**src/rtl/fetch_stage_if.sv**
```systemverilog
// fetch_stage_if: bundles the fetch stage's control, ROM and IF/ID signals.
//   stall, branch_taken, branch_offset, jump, jump_target, jump_reg,
//   jump_reg_addr, rom_instruction : environment -> fetch stage
//   rom_address, pc, if_id_instr, if_id_pc_plus1, if_id_valid
//                                   : fetch stage -> environment
// Modports: slave = fetch stage, master = hazard unit / decode / ROM side.
interface fetch_stage_if;
  logic        stall;
  logic        branch_taken;
  logic [15:0] branch_offset;
  logic        jump;
  logic [25:0] jump_target;
  logic        jump_reg;
  logic [31:0] jump_reg_addr;
  logic [31:0] rom_address;
  logic [31:0] rom_instruction;
  logic [31:0] pc;
  logic [31:0] if_id_instr;
  logic [31:0] if_id_pc_plus1;
  logic        if_id_valid;

  modport master (
    output stall, branch_taken, branch_offset, jump, jump_target,
           jump_reg, jump_reg_addr, rom_instruction,
    input  rom_address, pc, if_id_instr, if_id_pc_plus1, if_id_valid
  );

  modport slave (
    input  stall, branch_taken, branch_offset, jump, jump_target,
           jump_reg, jump_reg_addr, rom_instruction,
    output rom_address, pc, if_id_instr, if_id_pc_plus1, if_id_valid
  );
endinterface

```
**src/rtl/fetch_stage.sv**
```systemverilog
// fetch_stage: instruction fetch with zero-latency word-indexed ROM and an
// IF/ID pipeline register.
//   clk   : rising-edge clock
//   reset : asynchronous active-high reset
//   bus   : fetch_stage_if.slave (redirect/stall controls, ROM port,
//           pc and IF/ID outputs)
// Redirect priority: jump_reg > jump > branch_taken > stall > sequential.
// Redirects are honoured only in RUN with a valid IF/ID entry, since their
// targets are built from the registered IF/ID pc+step.
module fetch_stage #(
  parameter logic [31:0] RESET_PC = 32'h0000_0000,
  parameter logic [31:0] PC_STEP  = 32'd1
) (
  input logic          clk,
  input logic          reset,
  fetch_stage_if.slave bus
);

  typedef enum logic {RESET_FETCH, RUN} state_e;

  state_e      state_q, state_d;
  logic [31:0] pc_q, pc_d;
  logic [31:0] instr_q, instr_d;
  logic [31:0] pc1_q, pc1_d;
  logic        valid_q, valid_d;

  logic        redirect_ok;
  logic [31:0] pc_seq;
  logic [31:0] branch_tgt;
  logic [31:0] jump_tgt;

  assign pc_seq     = pc_q + PC_STEP;
  assign branch_tgt = pc1_q + {{16{bus.branch_offset[15]}}, bus.branch_offset};
  assign jump_tgt   = {pc1_q[31:26], bus.jump_target};
  assign redirect_ok = (state_q == RUN) && valid_q;

  // State register
  always_ff @(posedge clk or posedge reset) begin
    if (reset) state_q <= RESET_FETCH;
    else       state_q <= state_d;
  end

  // Next state: leave RESET_FETCH on the first unstalled edge
  always_comb begin
    state_d = state_q;
    if (state_q == RESET_FETCH && !bus.stall) state_d = RUN;
  end

  // Output / datapath next values
  always_comb begin
    pc_d    = pc_q;
    instr_d = instr_q;
    pc1_d   = pc1_q;
    valid_d = valid_q;
    if (redirect_ok && (bus.jump_reg || bus.jump || bus.branch_taken)) begin
      if (bus.jump_reg)  pc_d = bus.jump_reg_addr;
      else if (bus.jump) pc_d = jump_tgt;
      else               pc_d = branch_tgt;
      // Wrong-path fetch is discarded: IF/ID becomes a bubble
      instr_d = '0;
      pc1_d   = '0;
      valid_d = 1'b0;
    end else if (!bus.stall) begin
      pc_d    = pc_seq;
      instr_d = bus.rom_instruction;
      pc1_d   = pc_seq;
      valid_d = 1'b1;
    end
  end

  always_ff @(posedge clk or posedge reset) begin
    if (reset) begin
      pc_q    <= RESET_PC;
      instr_q <= '0;
      pc1_q   <= '0;
      valid_q <= 1'b0;
    end else begin
      pc_q    <= pc_d;
      instr_q <= instr_d;
      pc1_q   <= pc1_d;
      valid_q <= valid_d;
    end
  end

  assign bus.rom_address    = pc_q;
  assign bus.pc             = pc_q;
  assign bus.if_id_instr    = instr_q;
  assign bus.if_id_pc_plus1 = pc1_q;
  assign bus.if_id_valid    = valid_q;

endmodule
```
**src/flat_wrapper.sv**
```systemverilog
// flat-port wrapper written by rule: the top's interface ports become plain ports
module fetch_stage_flat 
#(
  parameter logic [31:0] RESET_PC = 32'h0000_0000,
  parameter logic [31:0] PC_STEP  = 32'd1
)
  (clk, reset, bus_stall, bus_branch_taken, bus_branch_offset, bus_jump, bus_jump_target, bus_jump_reg, bus_jump_reg_addr, bus_rom_instruction, bus_rom_address, bus_pc, bus_if_id_instr, bus_if_id_pc_plus1, bus_if_id_valid);
  fetch_stage_if bus_i ();
  input logic clk;
  input logic reset;
  input wire logic [$bits(bus_i.stall)-1:0] bus_stall;
  input wire logic [$bits(bus_i.branch_taken)-1:0] bus_branch_taken;
  input wire logic [$bits(bus_i.branch_offset)-1:0] bus_branch_offset;
  input wire logic [$bits(bus_i.jump)-1:0] bus_jump;
  input wire logic [$bits(bus_i.jump_target)-1:0] bus_jump_target;
  input wire logic [$bits(bus_i.jump_reg)-1:0] bus_jump_reg;
  input wire logic [$bits(bus_i.jump_reg_addr)-1:0] bus_jump_reg_addr;
  input wire logic [$bits(bus_i.rom_instruction)-1:0] bus_rom_instruction;
  output wire logic [$bits(bus_i.rom_address)-1:0] bus_rom_address;
  output wire logic [$bits(bus_i.pc)-1:0] bus_pc;
  output wire logic [$bits(bus_i.if_id_instr)-1:0] bus_if_id_instr;
  output wire logic [$bits(bus_i.if_id_pc_plus1)-1:0] bus_if_id_pc_plus1;
  output wire logic [$bits(bus_i.if_id_valid)-1:0] bus_if_id_valid;
  assign bus_i.stall = bus_stall;
  assign bus_i.branch_taken = bus_branch_taken;
  assign bus_i.branch_offset = bus_branch_offset;
  assign bus_i.jump = bus_jump;
  assign bus_i.jump_target = bus_jump_target;
  assign bus_i.jump_reg = bus_jump_reg;
  assign bus_i.jump_reg_addr = bus_jump_reg_addr;
  assign bus_i.rom_instruction = bus_rom_instruction;
  assign bus_rom_address = bus_i.rom_address;
  assign bus_pc = bus_i.pc;
  assign bus_if_id_instr = bus_i.if_id_instr;
  assign bus_if_id_pc_plus1 = bus_i.if_id_pc_plus1;
  assign bus_if_id_valid = bus_i.if_id_valid;
  fetch_stage #(.RESET_PC(RESET_PC), .PC_STEP(PC_STEP)) u_core (.clk(clk), .reset(reset), .bus(bus_i));
endmodule
```
**config.mk**
```make
export PLATFORM = sky130hd
export DESIGN_NAME = fetch_stage_flat
export DESIGN_NICKNAME = d
export VERILOG_FILES = /design/src/rtl/fetch_stage_if.sv /design/src/rtl/fetch_stage.sv /design/src/flat_wrapper.sv
export SDC_FILE = /design/constraint.sdc
export NUM_CORES = 1
export LEC_CHECK = 0
export ABC_AREA = 1
export BUFFER_PORTS_ARGS = -buffer_cell sky130_fd_sc_hd__buf_2
export CAP_MARGIN = 40
export CORE_MARGIN = 3
export CORE_UTILIZATION = 51
export DETAILED_ROUTE_END_ITERATION = 12
export GPL_TIMING_DRIVEN = 0
export PLACE_DENSITY = 0.8
export SLEW_MARGIN = 30
export SYNTH_ARGS = -nofsm -noshare
export SYNTH_HDL_FRONTEND = slang
export SYNTH_SLANG_ARGS = --single-unit
export TNS_END_PERCENT = 20
```
**constraint.sdc**
```tcl
create_clock -name clk -period 7.9 [get_ports clk]
set_input_delay 0.79 -clock clk [delete_from_list [all_inputs] [get_ports clk]]
set_output_delay 0.79 -clock clk [all_outputs]
set_load 0.01 [all_outputs]
```
==> run metrics <==
status finished clean; Max stage delay on crit path 0.41 ns; I/O pins 241; Worst-Skew Late Latency 0.35 ns; Post-DP Area 9050 µm²; CTS tree done; fin area 9360 µm²; commonest non-fill, non-tap cell in the layout nand2_1; setup_tns 0 ns; NumNets Final 1535; Slew Viols, Final 0; Final ANT Viol Nets 0; effective utilization at floorplan 0.535; Die W 128 µm; fmax 0.380 GHz; CP Cell Sequence buf_2, ha_1, nand2_1, nor2_1, nor3b_1, nand3_1, nand3_1, nand2_1, nand3_1, nand2_1, nand2_1, nand3_1; Post-DP HPWL 23200 µm; number of max-cap violations 0; Setup Viol. Count Final 0; Static Leak 5.27 nW; Starting DRT DRC Count 812; CORE AREA 14200 µm²; Final Total Pwr 3.30 mW; layout cell share with drive strength beyond 1 0.240; global-route wire length before repair 43800 µm; Routed WL 28600 µm; final clock skew 0.00421 ns; Slew @ Worst Pin 0.753 ns; crit path from bus_branch_offset[15]; DRT Pass-1 Iters 5; GRT Overall Usage 0.344; Hold Buf Count CTS 0; slowest CP cell ha_1; synthesized net count 1284; via count 8839; area growth from synthesis to layout 23.1%; H-tree level count 3; Mapped Avg Cell Area 6.67 µm²; crit path launch type primary input; CP Capture Type flip-flop; CP top delay family simple AND/OR/NAND/NOR gates; Post-CTS Setup Inserts 0; final core utilization 0.659; largest net degree at the start of global routing 54; Netlist cell types 40; vias per cell 5.61; DRC errors left 0; Yosys reg bits 98; Antenna Cells 0; RSZ-0062 raised after global routing false; Crit Path Max Fanout 17; minimum clock period after layout 2.63 ns; FF-to-FF Start u_core.bus.if_id_pc_plus1[0]; most frequent cells in the layout nand2_1 (334), buf_2 (258), nor2_1 (149); clock buffer depth 2; Overflow after GRT 0; critical path data required time 8.13 ns; number of fillers in the final layout 1367; die area 16400 µm²; WL/cell 18.2 µm; period utilization 0.333; PortBufs 239; CTS-repair resized insts 0; Rel. slew slack 0.493; CTS Buf Count 9; Clk pin slew, worst setup/hold paths 0.07 ns; Synth Instances 1139; initial antenna violation count 0; Hold/Removal Path Class primary input to async pin; VDD IR max 0.249 mV; number of global-route vias before repair 8143; std cell rows 43; PwrDens 353 nW/µm²; global placement routability congestion 1.00; clk sinks 98; Post-Synthesis Cell Area 7600 µm²; Die H 128 µm; CP arrival 2.86 ns; critical path type primary input to flip-flop; Final Hold Vio Count 0; WP buf/inv 1; Ys Warns 0; clk root buf clkbuf_16; register area share after synthesis 0.323
-- stage by stage --
stage          std cells  setup slack, ns  hold slack, ns
2_1_floorplan       1139             4.55           0.440
3_3_place_gp        1558             3.51           0.455
3_5_place_dp        1559             4.94           0.472
4_1_cts             1575             5.29           0.483
5_1_grt             1575             5.02           0.491
6_report            1575             5.27           0.457
-- sequential cells by signal, summed over array words and instances, names as in the netlist --
name and flops:
u_core.bus.if_id_valid 1, u_core.bus.if_id_instr 32, u_core.state_q 1, u_core.bus.if_id_pc_plus1 32, u_core.bus.pc 32
-- cells by family (layout without fill, tap and decap cells) --
logic type / Yosys count / in the layout / share of synthesized area
simple gates: 628 / 628 / 0.348
compound gates: 185 / 185 / 0.149
fa+ha+maj: 33 / 33 / 0.0553
buf+inv: 180 / 436 / 0.108
flops: 98 / 98 / 0.323
xor+xnor: 15 / 15 / 0.0173
-- where the power goes --
group | internal (mW) | switching, mW
clock network | 0.255 | 0.197
registers | 0.682 | 0.302
logic | 0.732 | 1.14
total | 1.67 | 1.63
-- routing by layer --
| metal | wire length (µm) | up-vias | GRT usage |
|---|---|---|---|
| met5 | 0 | - | 0 |
| met4 | 1030 | 0 | 0.121 |
| met3 | 2680 | 59 | 0.0650 |
| met2 | 12800 | 470 | 0.524 |
| met1 | 12100 | 4095 | 0.490 |
| li1 | - | 4215 | - |
-- Yosys cell counts --
master      n  share of area
nand2_1   334           0.16
nor2_1    149          0.074
inv_1     108          0.053
dfrtp_1    98           0.32
a21oi_1    70          0.046
nand3_1    70          0.046
o21ai_0    51          0.034
a22o_1     33          0.038
buf_4      32          0.032
ha_1       32          0.053
nand4_1    20          0.016
buf_2      19          0.013
nor3_1     15         0.0099
clkbuf_1   14         0.0069
xnor2_1     9          0.010
nor4_1      8         0.0066
o21bai_1    8         0.0079
a22oi_1     7         0.0069
or2_2       7         0.0058
inv_2       6         0.0030
xor2_1      6         0.0069
nand3b_1    5         0.0049
o211ai_1    5         0.0049
a21o_1      4         0.0040
and2_1      4         0.0033
nand2_2     4         0.0033
nand3_2     3         0.0040
nor2_2      3         0.0025
a31oi_1     2         0.0016
nor3b_1     2         0.0020
or2_0       2         0.0016
a31oi_2     1         0.0016
buf_1       1        0.00049
fa_1        1         0.0026
nor2_4      1         0.0015
nor3_2      1         0.0013
o21a_1      1        0.00099
o21ai_2     1         0.0012
o221ai_1    1         0.0012
o31ai_1     1        0.00099
-- path summary, 6_finish.rpt --
path | slack, ns | cells after the start | to
max in group asynchronous | 6.79 | 3 | u_core.bus.pc[15]
max | 5.27 | 12 | u_core.bus.pc[24]
min | 0.46 | 2 | u_core.bus.if_id_instr[5]
min reg2reg | 0.49 | 1 | u_core.state_q
max reg2reg | 5.37 | 14 | u_core.bus.pc[30]
min in group clk | 0.49 | 1 | u_core.state_q
-- final cells by class --
type	count	area, µm²	share of cell area
Clock inverter	6	65.1	0.00695
Buffer	66	392	0.0419
Timing Repair Buffer	240	1220	0.131
Clock buffer	10	239	0.0255
Multi-Input combinational cell	861	4330	0.462
Tap cell	180	225	0.0241
Inverter	114	433	0.0463
Sequential cell	98	2450	0.262
Note: power is estimated with default switching activity, not from simulation.
